--- config.mk ---
export PLATFORM = sky130hd
export DESIGN_NAME = rtc_bus_arbiter
export DESIGN_NICKNAME = d
export VERILOG_FILES = /design/src/rtl/rtc_bus_pkg.sv /design/src/rtl/rtc_rr_arbiter.sv /design/src/rtl/rtc_bus_arbiter.sv
export SDC_FILE = /design/constraint.sdc
export NUM_CORES = 1
export LEC_CHECK = 0
export CAP_MARGIN = 20
export CORE_AREA = 2 2 102 84
export DETAILED_ROUTE_END_ITERATION = 10
export DIE_AREA = 0 0 104 86
export PLACE_DENSITY = 0.77
export SLEW_MARGIN = 20
export SYNTH_ARGS = -nofsm -noshare
export SYNTH_HDL_FRONTEND = slang
export SYNTH_SLANG_ARGS = --single-unit
--- constraint.sdc ---
create_clock -name clk -period 2.4 [get_ports clk]
set_input_delay 0.48 -clock clk [delete_from_list [all_inputs] [get_ports clk]]
set_output_delay 0.48 -clock clk [all_outputs]
set_load 0.02 [all_outputs]
--- src/rtl/rtc_bus_pkg.sv ---
// Shared types and constants for the RTC bus arbiter: sequencer states, strobe levels, defaults.
// No logic; imported by the arbiter and the sequencer.
package rtc_bus_pkg;

   typedef enum logic [2:0] {
      ST_IDLE,
      ST_ADDR,
      ST_GAP1,
      ST_DATA,
      ST_GAP2,
      ST_DONE
   } state_t;

   // RTC strobes are active-low
   localparam logic STB_IDLE = 1'b1;
   localparam logic STB_ACT  = 1'b0;

   localparam int DEF_T_PH = 4;
   localparam int DEF_N_CH = 6;

endpackage

--- src/rtl/rtc_rr_arbiter.sv ---
// Combinational requester selection: fixed priority (lowest index) or round-robin after ptr.
// Zero latency; no state, the caller decides when a grant is taken.
import rtc_bus_pkg::*;

module rtc_rr_arbiter #(
   parameter int N_CH = DEF_N_CH
) (
   input  logic [N_CH-1:0]         req,
   input  logic [$clog2(N_CH)-1:0] ptr,
   input  logic                    mode,
   output logic [N_CH-1:0]         gnt,
   output logic [$clog2(N_CH)-1:0] idx
);

   localparam int IW = $clog2(N_CH);

   logic [IW:0] cand;
   logic        found;

   // One spare bit in cand lets ptr+1+i exceed N_CH before a single wrap subtraction
   always_comb begin
      gnt   = '0;
      idx   = '0;
      found = 1'b0;
      cand  = '0;
      for (int i = 0; i < N_CH; i++) begin
         if (mode) begin
            cand = {1'b0, ptr} + (IW+1)'(i + 1);
         end else begin
            cand = (IW+1)'(i);
         end
         if (cand >= (IW+1)'(N_CH)) begin
            cand = cand - (IW+1)'(N_CH);
         end
         if (!found && req[cand[IW-1:0]]) begin
            found = 1'b1;
            idx   = cand[IW-1:0];
         end
      end
      if (found) begin
         gnt[idx] = 1'b1;
      end
   end

endmodule

--- src/rtl/rtc_bus_arbiter.sv ---
// Arbitrates N_CH requesters onto a multiplexed RTC bus; ADDR/GAP1/DATA/GAP2 each T_PH cycles.
// done at 4*T_PH+1 cycles after the request is seen; requesters hold req until done.
import rtc_bus_pkg::*;

module rtc_bus_arbiter #(
   parameter int N_CH   = DEF_N_CH,
   parameter int T_PH   = DEF_T_PH,
   parameter int ARB_RR = 0
) (
   input  logic              clk,
   input  logic              rst,
   input  logic [N_CH-1:0]   req,
   input  logic [N_CH-1:0]   we,
   input  logic [N_CH-1:0]   lock,
   input  logic [8*N_CH-1:0] addr,
   input  logic [8*N_CH-1:0] wdata,
   input  logic [7:0]        ADin,
   output logic [N_CH-1:0]   gnt,
   output logic [N_CH-1:0]   done,
   output logic [7:0]        rdata,
   output logic              busy,
   output logic [7:0]        ADout,
   output logic              ad,
   output logic              cs,
   output logic              rd,
   output logic              wr,
   output logic              oe
);

   localparam int IW = $clog2(N_CH);

   state_t          state, nxt;
   logic [3:0]      cnt;
   logic            last;
   logic            load;
   logic            relock;
   logic [IW-1:0]   win;
   logic [IW-1:0]   ptr;
   logic [IW-1:0]   sel;
   logic [IW-1:0]   arb_idx;
   logic [N_CH-1:0] arb_gnt;
   logic            we_l;
   logic [7:0]      addr_l;
   logic [7:0]      wdata_l;

   rtc_rr_arbiter #(.N_CH(N_CH)) u_arb (
      .req  (req),
      .ptr  (ptr),
      .mode (ARB_RR != 0),
      .gnt  (arb_gnt),
      .idx  (arb_idx)
   );

   assign last = (cnt == 4'(T_PH - 1));
   assign sel  = load ? arb_idx : win;

   always_ff @(posedge clk or negedge rst) begin
      if (!rst) begin
         state   <= ST_IDLE;
         cnt     <= '0;
         win     <= '0;
         ptr     <= IW'(N_CH - 1);
         we_l    <= 1'b0;
         addr_l  <= '0;
         wdata_l <= '0;
         rdata   <= '0;
      end else begin
         state <= nxt;
         if ((state inside {ST_ADDR, ST_GAP1, ST_DATA, ST_GAP2}) && !last) begin
            cnt <= cnt + 4'd1;
         end else begin
            cnt <= '0;
         end
         if (load || relock) begin
            win     <= sel;
            we_l    <= we[sel];
            addr_l  <= addr[{sel, 3'b000} +: 8];
            wdata_l <= wdata[{sel, 3'b000} +: 8];
         end
         if (load) begin
            ptr <= arb_idx;
         end
         if (state == ST_DATA && last && !we_l) begin
            rdata <= ADin;
         end
      end
   end

   always_comb begin
      nxt    = state;
      load   = 1'b0;
      relock = 1'b0;
      cs     = STB_IDLE;
      ad     = STB_IDLE;
      rd     = STB_IDLE;
      wr     = STB_IDLE;
      oe     = 1'b0;
      ADout  = '0;
      gnt    = '0;
      done   = '0;
      busy   = (state != ST_IDLE);
      if (state != ST_IDLE) begin
         gnt[win] = 1'b1;
      end
      case (state)
         ST_IDLE: begin
            if (|arb_gnt) begin
               load = 1'b1;
               nxt  = ST_ADDR;
            end
         end
         ST_ADDR: begin
            cs    = STB_ACT;
            ad    = STB_ACT;
            wr    = STB_ACT;
            oe    = 1'b1;
            ADout = addr_l;
            if (last) nxt = ST_GAP1;
         end
         ST_GAP1: begin
            cs    = STB_ACT;
            oe    = 1'b1;
            ADout = addr_l;
            if (last) nxt = ST_DATA;
         end
         ST_DATA: begin
            cs = STB_ACT;
            if (we_l) begin
               wr    = STB_ACT;
               oe    = 1'b1;
               ADout = wdata_l;
            end else begin
               rd = STB_ACT;
            end
            if (last) nxt = ST_GAP2;
         end
         ST_GAP2: begin
            if (last) nxt = ST_DONE;
         end
         ST_DONE: begin
            done[win] = 1'b1;
            // A locked requester keeps the bus without going back through arbitration
            if (lock[win] && req[win]) begin
               relock = 1'b1;
               nxt    = ST_ADDR;
            end else begin
               nxt = ST_IDLE;
            end
         end
         default: nxt = ST_IDLE;
      endcase
   end

endmodule

---- Word level (Yosys, flattened, before mapping) ----
Cells that the tools add are included.
cells by class
  reductions and logical operators ........ 26
  shift-type cells ........................ 2
  mux-type cells .......................... 46
  eq/ne operators ......................... 11
  add/subtract/negate cells ............... 1
  magnitude comparators ................... 5
operator list
  cell                                                                                  count
  48-bit by 7-bit variable part select with 8-bit output                                2
  3-bit two-way mux                                                                     8
  1-bit two-way mux                                                                     22
  6-bit two-way mux                                                                     3
  3-bit one-hot mux with 6 select lines                                                 1
  8-bit one-hot mux with 2 select lines                                                 1
  3-bit by 4-bit < comparator with 1-bit output (second input constant)                 3
  1-bit logical AND                                                                     11
  2-bit inequality test (second input constant)                                         5
  1-bit binary-select mux with 3-bit select                                             3
  8-bit two-way mux                                                                     1
  1-bit zero test                                                                       7
  1-bit demux with 3-bit select                                                         2
  3-bit by 2-bit equality test with 1-bit output (second input constant)                2
  3-bit equality test (second input constant)                                           2
  3-bit by 1-bit greater-or-equal comparator with 1-bit output (second input constant)  2
  6-bit OR reduction                                                                    1
  5-bit AND reduction                                                                   1
  4-bit by 1-bit adder with 4-bit output (second input constant)                        1
  4-bit by 2-bit equality test with 1-bit output (second input constant)                1
  2-bit two-way mux                                                                     2
  4-bit two-way mux                                                                     1
  1-bit one-hot mux with 2 select lines                                                 2
  4-bit nonzero test                                                                    1
  6 further kinds                                                                       6
storage, ports and cells
  bits of input ports ..................... 124
  flip-flop bits (word level) ............. 35
  word-level logic and storage cells ...... 98

---- Longest topological paths before layout ----
Gate-level depths: netlist (run 1).
  depth in word-level cells ............... 27
  depth in mapped cells ................... 9

---- By module ----
From an unflattened synthesis (run 1), not the netlist that was laid out.
second synthesis, totals
  cells, all modules ...................... 383
  area, all modules ....................... 3683.5 um^2
by module, submodules not included
  module           seq. area each (um^2)  instances  cells each  area each (um^2)
  rtc_bus_arbiter  953.4                  1          242         2620.0
  rtc_rr_arbiter   0.0                    1          141         1063.5

---- Worst setup path before layout (run 1) ----
No wires, ideal clock.
  path kind ............................... register to register
  start ................................... register state[2]
  end ..................................... register addr_l[7]
  arrival time ............................ 2.411 ns
  cell stages (with the launch flop) ...... 10
  setup slack ............................. -0.147 ns
  path buffers ............................ 2
  setup time .............................. 0.136 ns
  data required time ...................... 2.264 ns
  path through ............................ dfrtp_1 -> buf_6 -> nor3_4 -> inv_2 -> a31oi_4 -> mux2i_2 -> buf_6 -> mux2_1 -> a222oi_1 -> mux2i_1
on the way
  cells in the longest elaborated chain, start to end .. 4
  elaborated cells between the ends (all ways) .. 7
  classes of those cells .................. eq/ne: 1; shift: 1; mux: 3; reduce/logical: 2
ends and longest elaborated chain
  item                                                    RTL line                source
  start: declaration                                      rtc_bus_arbiter.sv:32   state_t state, nxt;
  start signal: assignment                                rtc_bus_arbiter.sv:68   state <= nxt;
  3-bit zero test                                         rtc_bus_arbiter.sv:105  case (state)
  1-bit two-way mux                                       rtc_bus_arbiter.sv:105
  3-bit two-way mux                                       rtc_bus_arbiter.sv:55   assign sel = load ? arb_idx : win;
  48-bit by 7-bit variable part select with 8-bit output  rtc_bus_arbiter.sv:77   addr_l <= addr[{sel, 3'b000} +: 8];
  end signal: assignment                                  rtc_bus_arbiter.sv:77
  end: declaration                                        rtc_bus_arbiter.sv:43   logic [7:0] addr_l;
Several ways; a longest one is shown, not always the timed one.
A chain may end at the register's enable or synchronous reset.

---- Worst setup path after layout (run 1) ----
  start ................................... register state[0]
  end ..................................... register wdata_l[0]
on the way
  cells in the longest elaborated chain, start to end .. 4
  elaborated cells between the ends (all ways) .. 7
  classes of those cells .................. eq/ne: 1; shift: 1; mux: 3; reduce/logical: 2
ends and longest elaborated chain
  item                                                    RTL line                source
  3-bit zero test                                         rtc_bus_arbiter.sv:105
  1-bit two-way mux                                       rtc_bus_arbiter.sv:105
  3-bit two-way mux                                       rtc_bus_arbiter.sv:55
  48-bit by 7-bit variable part select with 8-bit output  rtc_bus_arbiter.sv:78   wdata_l <= wdata[{sel, 3'b000} +: 8];
  end signal: assignment                                  rtc_bus_arbiter.sv:78
  end: declaration                                        rtc_bus_arbiter.sv:44   logic [7:0] wdata_l;
Several ways; a longest one is shown, not always the timed one.

==> results of run 1 <==
==> placed cells by master (no fill, tap or decap), types with 4 or more instances in the layout <==
master           instances
clkbuf_8                 5
dlygate4sd2_1           18
nor3_1                   5
a21oi_1                  6
buf_4                   24
nand2_1                 10
dfrtp_1                 31
o22ai_1                  4
nand3_1                  5
inv_1                   20
nand2b_1                 6
mux2i_1                 17
clkdlybuf4s50_1        130
clkdlybuf4s15_1          4
a222oi_1                14
dfrtp_2                  4
mux2_2                  50
buf_12                   7
a22oi_1                 11
o21ai_0                  5
nor2_1                  24
mux2_1                   5
==> power groups by stage <==
stage / clock network [mW] / registers, mW / logic, mW
floorplan: 0 / 1.12 / 2.19
detailed placement: 0 / 1.14 / 3.80
finish: 0.411 / 1.15 / 4.01
CTS: 0.422 / 1.14 / 3.82
global placement: 0 / 1.13 / 3.75
global route: 0.447 / 1.19 / 4.32
==> per-layer routing <==
metal | vias up | share of wire | routed length (µm)
li1 | 1401 | - | -
met1 | 1440 | 0.42 | 4081
met2 | 99 | 0.52 | 5032
met3 | 8 | 0.060 | 583
met4 | 0 | 0.0065 | 63
met5 | - | 0 | 0
==> critical path, cell delays in order (launching register included) <==
cell	delay, ns
dfrtp_1	0.41
nor3_4	0.25
inv_4	0.06
a31oi_4	0.20
mux2i_4	0.28
buf_12	0.13
buf_4	0.16
mux2_2	0.35
a222oi_1	0.27
mux2i_1	0.13
==> registers in the layout, indices dropped and copies added, names as in the netlist <==
name and count:
win 3, addr_l 8, we_l 1, rdata 8, wdata_l 8, cnt 4
state 3
==> cells by family (layout without fill, tap and decap cells) <==
group	Yosys count	count (layout)	synth area share
DFF	35	35	0.3230
muxes	76	76	0.3087
and+or+nand+nor	67	67	0.1241
xor gates and xnor gates	4	4	0.01292
AOI/OAI and AO/OA	57	57	0.1657
buffers and inverters	39	221	0.06091
adders and majority gates	1	1	0.004614
==> layout make-up <==
type                    instances  share of cell area
clock buffers                   7             0.01579
clock inverters                 1            0.001035
inverters                      21             0.01683
multi-input cells             205              0.3541
flip-flops and latches         35              0.1822
well taps                     108             0.02796
repair buffers                192              0.4020
==> worst max-delay path by stage <==
stage                          from                endpoint  slack [ns]  cells after the start
2_1_floorplan  state[2]$_DFFE_PN0P_   addr_l[7]$_DFFE_PN0P_        0.02                      9
3_3_place_gp                 req[1]   addr_l[6]$_DFFE_PN0P_       -0.35                      9
3_5_place_dp                 req[1]   addr_l[5]$_DFFE_PN0P_       -0.39                      9
4_1_cts        state[1]$_DFFE_PN0P_  wdata_l[7]$_DFFE_PN0P_     -0.0006                     10
5_1_grt        state[0]$_DFFE_PN0P_  wdata_l[0]$_DFFE_PN0P_        -0.1                      9
6_report       state[0]$_DFFE_PN0P_  wdata_l[0]$_DFFE_PN0P_        0.03                      9
==> repair_timing <==
| item | CTS | global route |
|---|---|---|
| resized for setup | 29 | 18 |
| setup buffers | 5 | 3 |
| hold buffers | 0 | 0 |
| gates cloned | 0 | 2 |
| pin swaps | 3 | 8 |
| setup endpoints to repair | 26 | 21 |
==> results.json, run 1 <==
{
  "fin_crit_sh": 0.9861,
  "seq_area_um2": 880.8,
  "busiest_layer": "met2",
  "cp_data_arrival_time_ns": 2.52,
  "use_met1": 0.2405,
  "use_met2": 0.3708,
  "clock_skew_ns": 0.009137,
  "antenna_found_initial": 0,
  "syn_inst": 279,
  "rsz0062_at_grt": "yes",
  "first_pass_iters": 5,
  "fin_setup_tns_ns": 0,
  "die_area_um2": 8944,
  "netlist.area_leader.share": 0.3230,
  "syn_area_per_cell_um2": 9.718,
  "required_ns": 2.55,
  "hold_path_class": "in -> async",
  "viasPerCell": 5.181,
  "p_sw_mw": 2.380,
  "worstSetupPathType": "reg -> reg",
  "reg2reg_from": "state[0]$_DFFE_PN0P_",
  "final_util": 0.6167,
  "fp.coreArea_um2": 7838,
  "nNetsFinal": 585,
  "postSynth.asyncResetShare": 1.000,
  "p_per_area_nw_per_um2": 1153,
  "place_hpwl_mm": 6.928,
  "worst_slack_ns": 0.03335,
  "grt_pass1_wl_mm": 14.77,
  "power.sequential.fraction": 0.206,
  "die_x_um": 104,
  "layout-drive-gt1-share": 0.2386,
  "synth_area_leaders": "dfrtp_1 (32%), mux2_2 (22%), mux2i_1 (6.3%), a222oi_1 (5.2%), nor2_1 (3.5%)",
  "p_int_mw": 3.192,
  "crit_path_start_kind": "flip-flop",
  "overflow": 0,
  "gp_congestion": 0.8249,
  "synth_top_cell_by_area": "dfrtp_1",
  "tightestPinTransition_ns": 0.8001,
  "io_pins": 158,
  "combPwrFrac": 0.720,
  "cp_max_fo": 6,
  "fillCellCount": 701,
  "clk_pin_slew_ns": 0.07,
  "min_period_ns": 2.367,
  "area_growth_syn_to_layout_pct": 78.27,
  "rr_endpoint": "wdata_l[0]$_DFFE_PN0P_",
  "multi_input_area_um2": 1712,
  "synth_nets": 404,
  "wl_mm": 9.760,
  "grt_max_degree": 36,
  "switching_share": 0.4271,
  "via_count": 2948,
  "htreeDepth": 2,
  "wl_per_cell_um": 17.15,
  "grtUsageMet3": 0.05471,
  "drv_slew": 0,
  "drtIter0Drc": 176,
  "die_y_um": 86,
  "holdWs_ns": 0.2849,
  "worst_setup_path_end_kind": "flip-flop",
  "dp_cells": 552,
  "clk_path_buf_depth": 2,
  "numPortBuffers": 157,
  "synthTopCellsByCount": "mux2_2 (52), dfrtp_1 (35), nor2_1 (25)",
  "insertion_delay_ns": 0.28,
  "cellLeakagePower_nw": 2.067,
  "first_global_vias": 3049,
  "instances_no_fill": 569,
  "cts_made_buffers": 5,
  "total_power_mw": 5.572,
  "cap_violations": 0,
  "clock.fmax_mhz": 422.5,
  "grt_use_total": 0.2028,
  "status": "finished clean",
  "cts_tree": "yes",
  "antenna_cells": 0,
  "start_util": 0.3459,
  "ys_seq_elements": 35,
  "ys_warn_count": 0,
  "dpl_cell_area_um2": 4616,
  "vdd_drop_max_mv": 0.4694,
  "pwr-share-clk": 0.074,
  "cts-root-buf": "clkbuf_8",
  "synth_edf_count": 0,
  "synthesis.area_um2": 2711,
  "ff2ff_path_depth": 9,
  "ff2ff_setup_slack_ns": 0.03,
  "design_area_um2": 4833,
  "worst_slew_margin_rel": 0.4666,
  "finalSetupViolCount": 0,
  "post-place-ws_ns": -0.3904,
  "ys_seq_area_frac": 0.3230,
  "ant_nets": 0,
  "synth_top_flop_cell": "dfrtp_1",
  "hold_viol": 0,
  "cts_sinks": 35,
  "drc_errors": 0,
  "rows": 29,
  "synth.most_common_cell": "mux2_2",
  "synth_cell_type_count": 42
}
Power figures use the tool's default switching activity.
==> inputs of run 2 (changes only) <==
==> constraint.sdc (replaced) <==
create_clock -name clk -period 2.4 [get_ports clk]
set_input_delay 0.6 -clock clk [delete_from_list [all_inputs] [get_ports clk]]
set_output_delay 0.6 -clock clk [all_outputs]
set_load 0.02 [all_outputs]
==> results.json, run 2 (synthesis gave the netlist of run 1 again) <==
{
  "grt_pass1_wl_mm": 15.62,
  "cp_data_arrival_time_ns": 2.56,
  "clk_path_buf_depth": 2,
  "grt_use_total": 0.2153,
  "cts_sinks": 35,
  "nNetsFinal": 601,
  "drv_slew": 0,
  "cp_max_fo": 5,
  "cts-root-buf": "clkbuf_8",
  "rsz0062_at_grt": "yes",
  "final_util": 0.6317,
  "largestRegisters": "addr_l (8), rdata (8), wdata_l (8)",
  "fin_setup_tns_ns": -0.01178,
  "multi_input_area_um2": 1743,
  "worst_slew_margin_rel": 0.4677,
  "overflow": 0,
  "layout-drive-gt1-share": 0.2941,
  "ff2ff_path_depth": 9,
  "crit_chain": "dlygate4sd2_1 -> nand2b_1 -> a221o_1 -> mux2i_4 -> buf_12 -> buf_12 -> mux2_4 -> a222oi_1 -> mux2i_1",
  "io_pins": 158,
  "seq_area_um2": 880.8,
  "ant_nets": 0,
  "cp.depth": 9,
  "die_y_um": 86,
  "hold_path_class": "in -> async",
  "fin_crit_sh": 1.005,
  "cpPeakStageDelay_ns": 0.36,
  "antenna_cells": 0,
  "first_global_vias": 3174,
  "wl_per_cell_um": 16.87,
  "worst_setup_path_end_kind": "flip-flop",
  "instances_no_fill": 584,
  "holdWs_ns": 0.3990,
  "place_hpwl_mm": 7.273,
  "fillCellCount": 701,
  "min_period_ns": 2.412,
  "finalSetupViolCount": 1,
  "via_count": 3030,
  "drtIter0Drc": 135,
  "clk_pin_slew_ns": 0.07,
  "slowest_stage": "a221o_1",
  "antenna_found_initial": 0,
  "area_growth_syn_to_layout_pct": 82.60,
  "ff2ff_setup_slack_ns": 0,
  "status": "finished with violations",
  "clock.fmax_mhz": 414.6,
  "timing.critical_path.mode_cell": "buf_12",
  "die_area_um2": 8944,
  "critPathTopFamily": "compound AO/OA/AOI/OAI gates",
  "clock_skew_ns": 0.006203,
  "hold_viol": 0,
  "dp_cells": 558,
  "cellLeakagePower_nw": 2.149,
  "insertion_delay_ns": 0.29,
  "drc_errors": 0,
  "failed_checks": "negative setup slack",
  "start_util": 0.3459,
  "final_cell_mix": "clkdlybuf4s50_1 (124), mux2_2 (47), buf_4 (39)",
  "numPortBuffers": 157,
  "path_buf_inv": 3,
  "gp_congestion": 0.8561,
  "cap_violations": 0,
  "required_ns": 2.55,
  "post-place-ws_ns": -0.4880,
  "worst_slack_ns": -0.01178,
  "crit_path_start_kind": "input port",
  "vdd_drop_max_mv": 0.4922,
  "cts_made_buffers": 5,
  "htreeDepth": 2,
  "first_pass_iters": 5,
  "p_per_area_nw_per_um2": 1169,
  "worstSetupPathType": "in -> reg",
  "rows": 29,
  "viasPerCell": 5.188,
  "fp.coreArea_um2": 7838,
  "tightestPinTransition_ns": 0.7984,
  "cts_tree": "yes",
  "layout_commonest_cell": "clkdlybuf4s50_1",
  "die_x_um": 104,
  "wl_mm": 9.851,
  "grt_max_degree": 36
}
-- run 2: changes by cell type in the layout (fill, tap and decap cells not counted), sizes merged --
cell / previous run / this run
dlymetal6s2s: 3 / 0
bufinv: 0 / 1
dlygate4sd2: 18 / 21
clkdlybuf4s15: 4 / 1
clkbuf: 10 / 16
buf: 34 / 52
clkdlybuf4s50: 130 / 124
clkinv: 1 / 0
-- run 2: metrics by stage --
stage / total power [mW] / cell area (µm²)
2_1_floorplan: 3.315 / 2723
3_3_place_gp: 4.935 / 4661
3_5_place_dp: 5.015 / 4661
4_1_cts: 5.731 / 4921
5_1_grt: 6.170 / 4951
6_report: 5.788 / 4951
-- run 2: what timing repair did --
item | in CTS | in global routing
pin swaps | 15 | 14
gates cloned | 0 | 1
buffers inserted | 14 | 6
hold buffers | 0 | 0
resized for setup | 55 | 22
endpoints found under the setup margin | 42 | 22
-- run 2: path summary, 6_finish.rpt --
| kind | from | to |
|---|---|---|
| worst max-delay path | req[4] | we_l$_DFFE_PN0P_ |
| worst min register to register | cnt[0]$_DFF_PN0_ | cnt[0]$_DFF_PN0_ |
| worst min-delay path | rst | rdata[2]$_DFFE_PN0P_ |
| worst max register to register | state[2]$_DFFE_PN0P_ | we_l$_DFFE_PN0P_ |
| min in group clk | cnt[0]$_DFF_PN0_ | cnt[0]$_DFF_PN0_ |
| max in group asynchronous | rst | state[1]$_DFFE_PN0P_ |
-- run 2: layout make-up --
type / count / share of cell area
clock buffer: 6 / 0.01466
clock inverter: 1 / 0.006065
inverter: 21 / 0.01643
multi-input combinational: 205 / 0.3520
sequential: 35 / 0.1779
tap: 108 / 0.02729
timing repair buffer: 208 / 0.4056
-- run 2: per-layer routing --
layer  global-route usage  vias to the layer above  share of wire
li1                     -                     1434              -
met1               0.2592                     1469           0.41
met2               0.3959                      116           0.52
met3              0.05395                       11          0.061
met4              0.03808                        0         0.0081
met5                    0                        -              0
-- run 2: where the power goes --
group          switching, mW  total (mW)  leakage (nW)  internal [mW]
clock                  0.210       0.515        0.0513          0.304
combinational           1.98        4.14          1.68           2.17
sequential             0.244        1.13         0.416          0.888
total                   2.43        5.79          2.15           3.36
